`src/rtl/exp_lut_arbiter_pkg.sv`:
```
// Shared types for the exp LUT arbiter: tag pipe entries and a round-robin pick helper.
package exp_arb_pkg;

    localparam int unsigned N_REQ_CFG   = 4;
    localparam int unsigned WIDTH_CFG   = 32;
    localparam int unsigned QINT_CFG    = 16;
    localparam int unsigned LUT_LAT_CFG = 1;
    localparam int unsigned TAG_W       = $clog2(N_REQ_CFG);

    typedef logic [TAG_W-1:0] tag_t;

    typedef struct packed {
        logic valid;
        tag_t tag;
    } tag_entry_t;

    typedef struct packed {
        logic found;
        tag_t idx;
    } pick_t;

    // First eligible index at or above ptr, wrapping around.
    function automatic pick_t rr_pick(input logic [N_REQ_CFG-1:0] elig, input tag_t ptr);
        pick_t       p;
        int unsigned cand;
        p = '0;
        for (int unsigned k = 0; k < N_REQ_CFG; k++) begin
            cand = (32'(ptr) + k) % N_REQ_CFG;
            if (!p.found && elig[TAG_W'(cand)]) begin
                p.found = 1'b1;
                p.idx   = TAG_W'(cand);
            end
        end
        return p;
    endfunction

endpackage

```
`src/rtl/exp_lut_arbiter_if.sv`:
```
// Requester-side bus of the exp LUT arbiter: issue handshake plus per-requester responses.
interface exp_lut_arbiter_if #(
    parameter int unsigned N_REQ = 4,
    parameter int unsigned WIDTH = 32
);
    logic [N_REQ-1:0]       req_valid;
    logic [N_REQ-1:0]       req_ready;
    logic [N_REQ*WIDTH-1:0] req_x;
    logic [N_REQ-1:0]       rsp_valid;
    logic [N_REQ-1:0]       rsp_ready;
    logic [N_REQ*WIDTH-1:0] rsp_data;

    modport master (
        output req_valid, req_x, rsp_ready,
        input  req_ready, rsp_valid, rsp_data
    );

    modport slave (
        input  req_valid, req_x, rsp_ready,
        output req_ready, rsp_valid, rsp_data
    );
endinterface

```
`src/rtl/exp_lut_arbiter_rr.sv`:
```
// Combinational round-robin arbiter: first eligible index scanning upward from ptr with wrap.
module rr_arbiter #(
    parameter  int unsigned N_REQ = 4,
    localparam int unsigned IDX_W = $clog2(N_REQ)
) (
    input  logic [N_REQ-1:0] elig,
    input  logic [IDX_W-1:0] ptr,
    output logic [N_REQ-1:0] grant_onehot,
    output logic [IDX_W-1:0] grant_idx,
    output logic             found
);

    int unsigned cand;

    always_comb begin
        grant_onehot = '0;
        grant_idx    = '0;
        found        = 1'b0;
        cand         = 0;
        for (int unsigned k = 0; k < N_REQ; k++) begin
            cand = (32'(ptr) + k) % N_REQ;
            if (!found && elig[IDX_W'(cand)]) begin
                found     = 1'b1;
                grant_idx = IDX_W'(cand);
            end
        end
        if (found) grant_onehot[grant_idx] = 1'b1;
    end

endmodule

```
`src/rtl/exp_lut_arbiter.sv`:
```
// Shares one fixed-latency exp LUT among N_REQ requesters; tags each issue and routes
// the result back to a per-requester response register.
module exp_lut_arbiter
    import exp_arb_pkg::*;
#(
    parameter int unsigned N_REQ   = N_REQ_CFG,
    parameter int unsigned WIDTH   = WIDTH_CFG,
    parameter int unsigned QINT    = QINT_CFG,
    parameter int unsigned LUT_LAT = LUT_LAT_CFG
) (
    input  logic                   clk,
    input  logic                   rst_n,
    exp_lut_arbiter_if.slave       bus,
    output logic                   lut_valid_in,
    output logic [WIDTH-1:0]       lut_x,
    input  logic                   lut_valid_out,
    input  logic [WIDTH-1:0]       lut_exp,
    output logic                   err_orphan
);

    // Tag types come from the package, so the instance must match the configured requester count.
    if (N_REQ < 2 || N_REQ != N_REQ_CFG || LUT_LAT < 1 || QINT > WIDTH) begin : g_bad_cfg
        $error("exp_lut_arbiter: unsupported parameter set");
    end

    logic [N_REQ-1:0] busy;
    logic [N_REQ-1:0] elig;
    logic [N_REQ-1:0] grant_onehot;
    tag_t             grant_idx;
    logic             found;
    tag_t             rr_ptr;
    tag_entry_t       tag_pipe [LUT_LAT];
    tag_entry_t       head;
    logic             res_hit;
    logic [N_REQ-1:0] res_onehot;
    logic [N_REQ-1:0] rsp_hs;

    // Nothing is offered while reset is held, even if requesters are already valid.
    assign elig = rst_n ? (bus.req_valid & ~busy) : '0;

    rr_arbiter #(.N_REQ(N_REQ)) u_rr (
        .elig         (elig),
        .ptr          (rr_ptr),
        .grant_onehot (grant_onehot),
        .grant_idx    (grant_idx),
        .found        (found)
    );

    assign bus.req_ready = grant_onehot;
    assign lut_valid_in  = found;
    assign lut_x         = bus.req_x[32'(grant_idx)*WIDTH +: WIDTH];

    assign head    = tag_pipe[LUT_LAT-1];
    assign res_hit = lut_valid_out && head.valid;
    assign rsp_hs  = bus.rsp_valid & bus.rsp_ready;

    always_comb begin
        res_onehot = '0;
        if (res_hit) res_onehot[head.tag] = 1'b1;
    end

    // Tag pipe mirrors the LUT latency; bubbles carry valid=0.
    always_ff @(posedge clk or negedge rst_n) begin
        if (!rst_n) begin
            for (int unsigned k = 0; k < LUT_LAT; k++) tag_pipe[k] <= '0;
        end else begin
            tag_pipe[0] <= '{valid: found, tag: grant_idx};
            for (int unsigned k = 1; k < LUT_LAT; k++) tag_pipe[k] <= tag_pipe[k-1];
        end
    end

    always_ff @(posedge clk or negedge rst_n) begin
        if (!rst_n) begin
            busy       <= '0;
            rr_ptr     <= '0;
            err_orphan <= 1'b0;
        end else begin
            busy <= (busy & ~rsp_hs) | grant_onehot;
            if (found) rr_ptr <= (grant_idx == TAG_W'(N_REQ-1)) ? '0 : grant_idx + TAG_W'(1);
            if (lut_valid_out && !head.valid) err_orphan <= 1'b1;
        end
    end

    // Response registers; busy guarantees a slot is never written while still held.
    always_ff @(posedge clk or negedge rst_n) begin
        if (!rst_n) begin
            bus.rsp_valid <= '0;
            bus.rsp_data  <= '0;
        end else begin
            bus.rsp_valid <= (bus.rsp_valid & ~rsp_hs) | res_onehot;
            if (res_hit) bus.rsp_data[32'(head.tag)*WIDTH +: WIDTH] <= lut_exp;
        end
    end

endmodule

```
`src/flat_wrapper.sv`:
```
// flat-port wrapper written by rule: the top's interface ports become plain ports
module exp_lut_arbiter_flat import exp_arb_pkg::*;
#(
    parameter int unsigned N_REQ   = N_REQ_CFG,
    parameter int unsigned WIDTH   = WIDTH_CFG,
    parameter int unsigned QINT    = QINT_CFG,
    parameter int unsigned LUT_LAT = LUT_LAT_CFG
)
  (clk, rst_n, lut_valid_in, lut_x, lut_valid_out, lut_exp, err_orphan, bus_req_valid, bus_req_x, bus_rsp_ready, bus_req_ready, bus_rsp_valid, bus_rsp_data);
  exp_lut_arbiter_if #(.N_REQ(N_REQ), .WIDTH(WIDTH)) bus_i ();
  input  logic clk;
  input  logic rst_n;
  output logic lut_valid_in;
  output logic [WIDTH-1:0] lut_x;
  input  logic lut_valid_out;
  input  logic [WIDTH-1:0] lut_exp;
  output logic err_orphan;
  input wire logic [$bits(bus_i.req_valid)-1:0] bus_req_valid;
  input wire logic [$bits(bus_i.req_x)-1:0] bus_req_x;
  input wire logic [$bits(bus_i.rsp_ready)-1:0] bus_rsp_ready;
  output wire logic [$bits(bus_i.req_ready)-1:0] bus_req_ready;
  output wire logic [$bits(bus_i.rsp_valid)-1:0] bus_rsp_valid;
  output wire logic [$bits(bus_i.rsp_data)-1:0] bus_rsp_data;
  assign bus_i.req_valid = bus_req_valid;
  assign bus_i.req_x = bus_req_x;
  assign bus_i.rsp_ready = bus_rsp_ready;
  assign bus_req_ready = bus_i.req_ready;
  assign bus_rsp_valid = bus_i.rsp_valid;
  assign bus_rsp_data = bus_i.rsp_data;
  exp_lut_arbiter #(.N_REQ(N_REQ), .WIDTH(WIDTH), .QINT(QINT), .LUT_LAT(LUT_LAT)) u_core (.clk(clk), .rst_n(rst_n), .bus(bus_i), .lut_valid_in(lut_valid_in), .lut_x(lut_x), .lut_valid_out(lut_valid_out), .lut_exp(lut_exp), .err_orphan(err_orphan));
endmodule
```
`config.mk`:
```
export PLATFORM = sky130hd
export DESIGN_NAME = exp_lut_arbiter_flat
export DESIGN_NICKNAME = d
export VERILOG_FILES = /design/src/rtl/exp_lut_arbiter_pkg.sv /design/src/rtl/exp_lut_arbiter_if.sv /design/src/rtl/exp_lut_arbiter_rr.sv /design/src/rtl/exp_lut_arbiter.sv /design/src/flat_wrapper.sv
export SDC_FILE = /design/constraint.sdc
export NUM_CORES = 1
export LEC_CHECK = 0
export CAP_MARGIN = 20
export CELL_PAD_IN_SITES_DETAIL_PLACEMENT = 1
export CELL_PAD_IN_SITES_GLOBAL_PLACEMENT = 1
export CORE_MARGIN = 5
export CORE_UTILIZATION = 30
export DETAILED_ROUTE_END_ITERATION = 8
export PLACE_DENSITY = 0.83
export SLEW_MARGIN = 5
export SYNTH_ARGS = -nofsm -noshare
export SYNTH_HDL_FRONTEND = slang
export SYNTH_SLANG_ARGS = --single-unit
```
`constraint.sdc`:
```
create_clock -name clk -period 2.54 [get_ports clk]
set_input_delay 0.508 -clock clk [delete_from_list [all_inputs] [get_ports clk]]
set_output_delay 0.508 -clock clk [all_outputs]
set_load 0.05 [all_outputs]
```
# Word level (Yosys, flattened, before mapping)
# Cells that the tools add are included.
# Widths: inputs -> output; s select.
dict set report op_classes {
  n_mux 25
  order_cmp 8
  n_reduce_logical 11
  eq_ne 1
  bitwise_logic 8
  shifts 3
  n_addsub 5
}
# op count
set op_table {}
lappend op_table {{$bwmux 128} 1}
lappend op_table {{$shift 32x34->128 const A} 1}
lappend op_table {{$shiftx 128x8->32} 1}
lappend op_table {{$shiftx 32x34->128} 1}
lappend op_table {{$neg 7->34} 1}
lappend op_table {{$lt 2x3->1 const B} 6}
lappend op_table {{$and 4x4->4} 4}
lappend op_table {{$mux 4} 3}
lappend op_table {{$mux 1} 10}
lappend op_table {{$mux 2} 5}
lappend op_table {{$bmux 1 s2} 4}
lappend op_table {{$not 4->4} 2}
lappend op_table {{$or 4x4->4} 2}
lappend op_table {{$logic_and 1x1->1} 7}
lappend op_table {{$add 2x1->2 const B} 2}
lappend op_table {{$add 2x2->2 const B} 2}
lappend op_table {{$demux 1 s2} 2}
lappend op_table {{$ge 2x1->1 const B} 2}
lappend op_table {{$logic_not 1->1} 4}
lappend op_table {{$eq 2x2->1 const B} 1}
dict set report word_totals {
  wordCells 68
  out_inout_bits 170
  regBits 142
  in_bits 171
}

# Depth between registers and ports, before layout
dict set report depth {
  depth_word 21
  ltp_mapped 8
  depth_no_buf 6
}

# Cells and area by module
# From an unflattened synthesis, not the netlist that was laid out.
dict set report unflattened {
  cells_unflattened 582
  area_unflattened_um2 7668.6
}
# module seq_area_each_um2 cells_each n_inst area_per_inst_um2
set modules_own_cells {}
lappend modules_own_cells {exp_lut_arbiter 3553.4 550 1 7485.9}
lappend modules_own_cells {rr_arbiter 0.0 32 1 182.7}

# Worst setup path before layout
# Ideal clock, no wire load.
dict set report synth_timing {
  path_kind {input-to-output}
  from {input bus_req_valid[1]}
  to {output bus_req_ready[0]}
  arrival_ns 2.130
  setup_slack_ns -0.098
  cell_stages 4
  required_ns 2.032
  path_cell_list {nor2b_1 > o31a_1 > clkbuf_1 > and2_1}
}
dict set report synth_between {
  elab_cells_between_ends 30
  cone_classes {order compare: 2; mux: 20; bitwise: 1; reduce/logical: 7}
}
# item line
set synth_lines {}
lappend synth_lines {{start: declaration} flat_wrapper.sv:18} ;# input wire logic [$bits(bus_i.req_valid)-1:0] bus_req_valid;
lappend synth_lines {{$and 4x4->4 *} exp_lut_arbiter.sv:39} ;# assign elig = rst_n ? (bus.req_valid & ~busy) : '0;
lappend synth_lines {{$mux 4 *} exp_lut_arbiter.sv:39}
lappend synth_lines {{$bmux 1 s2} exp_lut_arbiter_rr.sv:22} ;# if (!found && elig[IDX_W'(cand)]) begin
lappend synth_lines {{$mux 1 (implied by the code)} exp_lut_arbiter_rr.sv:22}
lappend synth_lines {{$mux 1} exp_lut_arbiter_rr.sv:22}
lappend synth_lines {{$logic_not 1->1} exp_lut_arbiter_rr.sv:22}
lappend synth_lines {{$logic_and 1x1->1} exp_lut_arbiter_rr.sv:22}
lappend synth_lines {{$mux 1} exp_lut_arbiter_rr.sv:22}
lappend synth_lines {{$logic_not 1->1} exp_lut_arbiter_rr.sv:22}
lappend synth_lines {{$logic_and 1x1->1} exp_lut_arbiter_rr.sv:22}
lappend synth_lines {{$mux 1} exp_lut_arbiter_rr.sv:22}
lappend synth_lines {{$logic_not 1->1} exp_lut_arbiter_rr.sv:22}
lappend synth_lines {{$logic_and 1x1->1} exp_lut_arbiter_rr.sv:22}
lappend synth_lines {{$mux 1 *} exp_lut_arbiter_rr.sv:22}
lappend synth_lines {{net lut_valid_in} flat_wrapper.sv:13} ;# output logic lut_valid_in;
lappend synth_lines {{$mux 4 *} exp_lut_arbiter_rr.sv:27} ;# if (found) grant_onehot[grant_idx] = 1'b1;
lappend synth_lines {{end: declaration} flat_wrapper.sv:21} ;# output wire logic [$bits(bus_i.req_ready)-1:0] bus_req_ready;
# The timed path passes the listed nets; every way through them passes the cells marked *. The select of a mux whose other input is x is not followed.

# Final worst setup path
dict set report layout_timing {
  from {register u_core.busy[2]}
  to {output lut_x[14]}
}
dict set report layout_between {
  elab_chain_cells 16
  elab_cells_between_ends 25
  cone_classes {shift: 1; mux: 16; bitwise: 2; reduce/logical: 6}
}
# item line
set layout_lines {}
lappend layout_lines {{start: declaration} exp_lut_arbiter.sv:26} ;# logic [N_REQ-1:0] busy;
lappend layout_lines {{start signal: assignment} exp_lut_arbiter.sv:78} ;# busy <= (busy & ~rsp_hs) | grant_onehot;
lappend layout_lines {{$not 4->4 *} exp_lut_arbiter.sv:39}
lappend layout_lines {{$and 4x4->4 *} exp_lut_arbiter.sv:39}
lappend layout_lines {{$mux 4 *} exp_lut_arbiter.sv:39}
lappend layout_lines {{$bmux 1 s2} exp_lut_arbiter_rr.sv:22}
lappend layout_lines {{$mux 1 (implied by the code)} exp_lut_arbiter_rr.sv:22}
lappend layout_lines {{$mux 1} exp_lut_arbiter_rr.sv:22}
lappend layout_lines {{$logic_not 1->1} exp_lut_arbiter_rr.sv:22}
lappend layout_lines {{$logic_and 1x1->1} exp_lut_arbiter_rr.sv:22}
lappend layout_lines {{$mux 1} exp_lut_arbiter_rr.sv:22}
lappend layout_lines {{$logic_not 1->1} exp_lut_arbiter_rr.sv:22}
lappend layout_lines {{$logic_and 1x1->1} exp_lut_arbiter_rr.sv:22}
lappend layout_lines {{$mux 1} exp_lut_arbiter_rr.sv:22}
lappend layout_lines {{$logic_not 1->1} exp_lut_arbiter_rr.sv:22}
lappend layout_lines {{$logic_and 1x1->1} exp_lut_arbiter_rr.sv:22}
lappend layout_lines {{$mux 2 *} exp_lut_arbiter_rr.sv:22}
lappend layout_lines {{$shiftx 128x8->32 *} exp_lut_arbiter.sv:51} ;# assign lut_x = bus.req_x[32'(grant_idx)*WIDTH +: WIDTH];
lappend layout_lines {{end: declaration} flat_wrapper.sv:14} ;# output logic [WIDTH-1:0] lut_x;
# Every way passes the cells marked *; elsewhere a longest branch is shown, timed or not. The select of a mux whose other input is x is not followed.

==> impl_metrics.env <==
export IMPL_status="complete, but fails checks"
export IMPL_violations="negative setup slack"
export IMPL_hold_viol_final=0
export IMPL_cts_path_max_buffers=2
export IMPL_fin_skew_ns=0.01196
export IMPL_grt_pass1_wl_um=43070
export IMPL_slew_viol_final=0
export IMPL_die_x_um=152.7
export IMPL_r2r_cells=5
export IMPL_row_count=52
export IMPL_drcViolationCount=0
export IMPL_rsz0062_at_grt="true"
export IMPL_dieArea_um2=23300
export IMPL_drive_gt1_share_pct=21.07
export IMPL_clock_sinks=142
export IMPL_placed_cells=1012
export IMPL_portBuffers=340
export IMPL_ant_nets=0
export IMPL_synth_seq_cells=142
export IMPL_vias=5497
export IMPL_final_common_cell="clkdlybuf4s50_1"
export IMPL_power_density_nw_per_um2=1058
export IMPL_grt_start_max_net_pins=77
export IMPL_total_power_w=0.01183
export IMPL_synth_area_per_cell_um2=15.00
export IMPL_track_usage_pct=24.26
export IMPL_antenna_found_initial=1
export IMPL_finalCritPeriodShare_pct=114.2
export IMPL_utilization_pct=55.60
export IMPL_ys_warn_count=0
export IMPL_final_cell_area_um2=11180
export IMPL_max_freq_mhz=344.8
export IMPL_setup_viol=36
export IMPL_worst_pin_slew_ns=0.9323
export IMPL_drt_iter0_markers=245
export IMPL_hpwl_um=22410
export IMPL_routed_wirelength_um=28880
export IMPL_wl_per_cell_um=27.38
export IMPL_ctsHoldBuffers=0
export IMPL_peakVddDrop_mv=0.4305
export IMPL_coreArea_um2=20100
export IMPL_overflow=0
export IMPL_clkSlewWorstSetupHoldPaths_ns=0.07
export IMPL_critPathKind="flip-flop to primary output"
export IMPL_leakagePower_nw=4.820
export IMPL_slew_headroom_pct=37.85
export IMPL_cp_end_kind="primary output"
export IMPL_place_area_um2=10300
export IMPL_arrival_ns=2.39
export IMPL_root_buffer="clkbuf_16"
export IMPL_insertion_delay_ns=0.41
export IMPL_detail_route_vias_per_cell=5.210
export IMPL_htreeDepth=4
export IMPL_hp_class="primary input to async pin"
export IMPL_synth_distinct_cells=27
export IMPL_rrSetupSlack_ns=0.42
export IMPL_cts_made_buffers=17
export IMPL_start_util_pct=30.36
export IMPL_first_pass_iters=7
export IMPL_synth_nets=589
export IMPL_finalNonFillerCells=1055
export IMPL_timing_final_ws_setup_ns=-0.3603
export IMPL_worst_ep_required_time_ns=2.03
export IMPL_regToRegStartpoint="u_core.head[0]$_DFF_PN0_"
export IMPL_cts_tree="built"
export IMPL_r2r_end="u_core.bus.rsp_data[38]$_DFFE_PN0P_"
export IMPL_tns_ns=-11.41
export IMPL_period_needed_ns=2.900
export IMPL_grt_pass1_vias=6259
export IMPL_pin_count=341
export IMPL_critPathMaxFanout=9
export IMPL_syn_inst=407
export IMPL_final_nets=952
export IMPL_syn_to_final_growth_pct=83.11
export IMPL_place_congestion=0.9154
export IMPL_syn_cell_area_um2=6105
export IMPL_start_kind="flip-flop"
export IMPL_die_y_um=152.7
export IMPL_drv_cap=0
export IMPL_ys_seq_area_share_pct=58.21
export IMPL_layout_common_cells="clkdlybuf4s50_1, dfrtp_1, a22o_1, buf_12, mux4_2"
## cell type report
cell class | instances | area (um2)
inverters | 14 | 57.56
well taps | 270 | 337.8
flip-flops and latches | 142 | 3558
diodes | 2 | 5.005
multi-input cells | 218 | 2479
repair buffers | 377 | 4136
clock inverters | 13 | 171.4
clock buffers | 19 | 432.9
fillers | 1920 | 8926
## repair_timing
item                       CTS  global route
cloned                       2             0
setup endpoints to repair   37            37
resized for setup           49             4
pin swaps                    5             3
buffers inserted             7             2
## report_power, final
part	switching (W)	internal (W)
logic	0.00352	0.00262
clock network	0.00106	0.00150
registers	0.000390	0.00275
total	0.00496	0.00687
## state kept, by name (all words and copies together), names as in the netlist
register              cells
u_core.busy               4
u_core.bus.rsp_data     128
u_core.rr_ptr             2
u_core.err_orphan         1
u_core.bus.rsp_valid      4
u_core.head               3
## routing by layer
| layer | share of wire (%) | vias up | GRT usage (%) |
|---|---|---|---|
| met1 | 41 | 2880 | 31.02 |
| met3 | 5.2 | 24 | 5.197 |
| li1 | - | 2333 | - |
| met5 | 0 | - | 0 |
| met4 | 2.1 | 0 | 6.237 |
| met2 | 52 | 260 | 42.02 |
## worst max path at each step
stage / startpoint / endpoint / slack [ns] / cells past startpoint
final: u_core.busy[2]$_DFF_PN0_ / lut_x[14] / -0.36 / 7
after global routing: u_core.busy[2]$_DFF_PN0_ / lut_x[12] / -0.45 / 7
after CTS: u_core.busy[2]$_DFF_PN0_ / lut_x[26] / -0.46 / 8
after detailed placement: bus_req_valid[2] / lut_x[8] / -0.57 / 7
after global placement: bus_req_valid[2] / lut_x[9] / -0.50 / 7
after floorplan: bus_req_valid[1] / bus_req_ready[0] / 0.003 / 8
## worst max-delay path, stage by stage, from the launching register on
cell	delay (ns)
dfrtp_2	0.46
nor3b_4	0.23
a31oi_4	0.06
o221ai_4	0.19
buf_12	0.16
buf_12	0.14
mux4_2	0.56
buf_12	0.18
## cells by family (layout without fill, tap and decap cells)
kind of cell | after synthesis | after routing | synth area share (%)
flops | 142 | 142 | 58.21
mux | 33 | 33 | 12.24
compound gates | 147 | 147 | 20.80
buf+inv | 47 | 423 | 3.525
fa+ha+maj | 11 | 11 | 2.255
simple gates | 27 | 27 | 2.972
other cells | 0 | 2 | 0
## cells in the mapped netlist
cell type / n / area, um2
dfrtp_1: 142 / 3553
a22o_1: 132 / 1156
mux4_2: 28 / 630.6
clkbuf_1: 17 / 63.81
inv_1: 14 / 52.55
buf_2: 13 / 65.06
nand2_1: 12 / 45.04
ha_1: 11 / 137.6
and2_1: 5 / 31.28
o21ai_0: 5 / 25.02
mux4_1: 4 / 105.1
a31oi_1: 3 / 18.77
buf_6: 3 / 33.78
nor4b_2: 3 / 45.04
a21oi_1: 2 / 10.01
nor2b_1: 2 / 12.51
a21o_1: 1 / 7.510
mux2_2: 1 / 11.26
nand2b_1: 1 / 6.260
nand2b_4: 1 / 13.76
nand3b_1: 1 / 7.510
nor3b_1: 1 / 7.510
nor4_2: 1 / 12.51
o211a_1: 1 / 10.01
o21a_1: 1 / 7.510
o221ai_4: 1 / 26.28
o31a_1: 1 / 8.760
## stage by stage
step / hold slack, ns / worst slack, ns
global placement: 0.4421 / -0.4953
detailed placement: 0.4599 / -0.5668
global route: 0.05467 / -0.4505
finish: 0.06303 / -0.3603
CTS: 0.05014 / -0.4589
floorplan: 0.2124 / 0.003396
No activity file was read; power rests on OpenSTA's default activity.
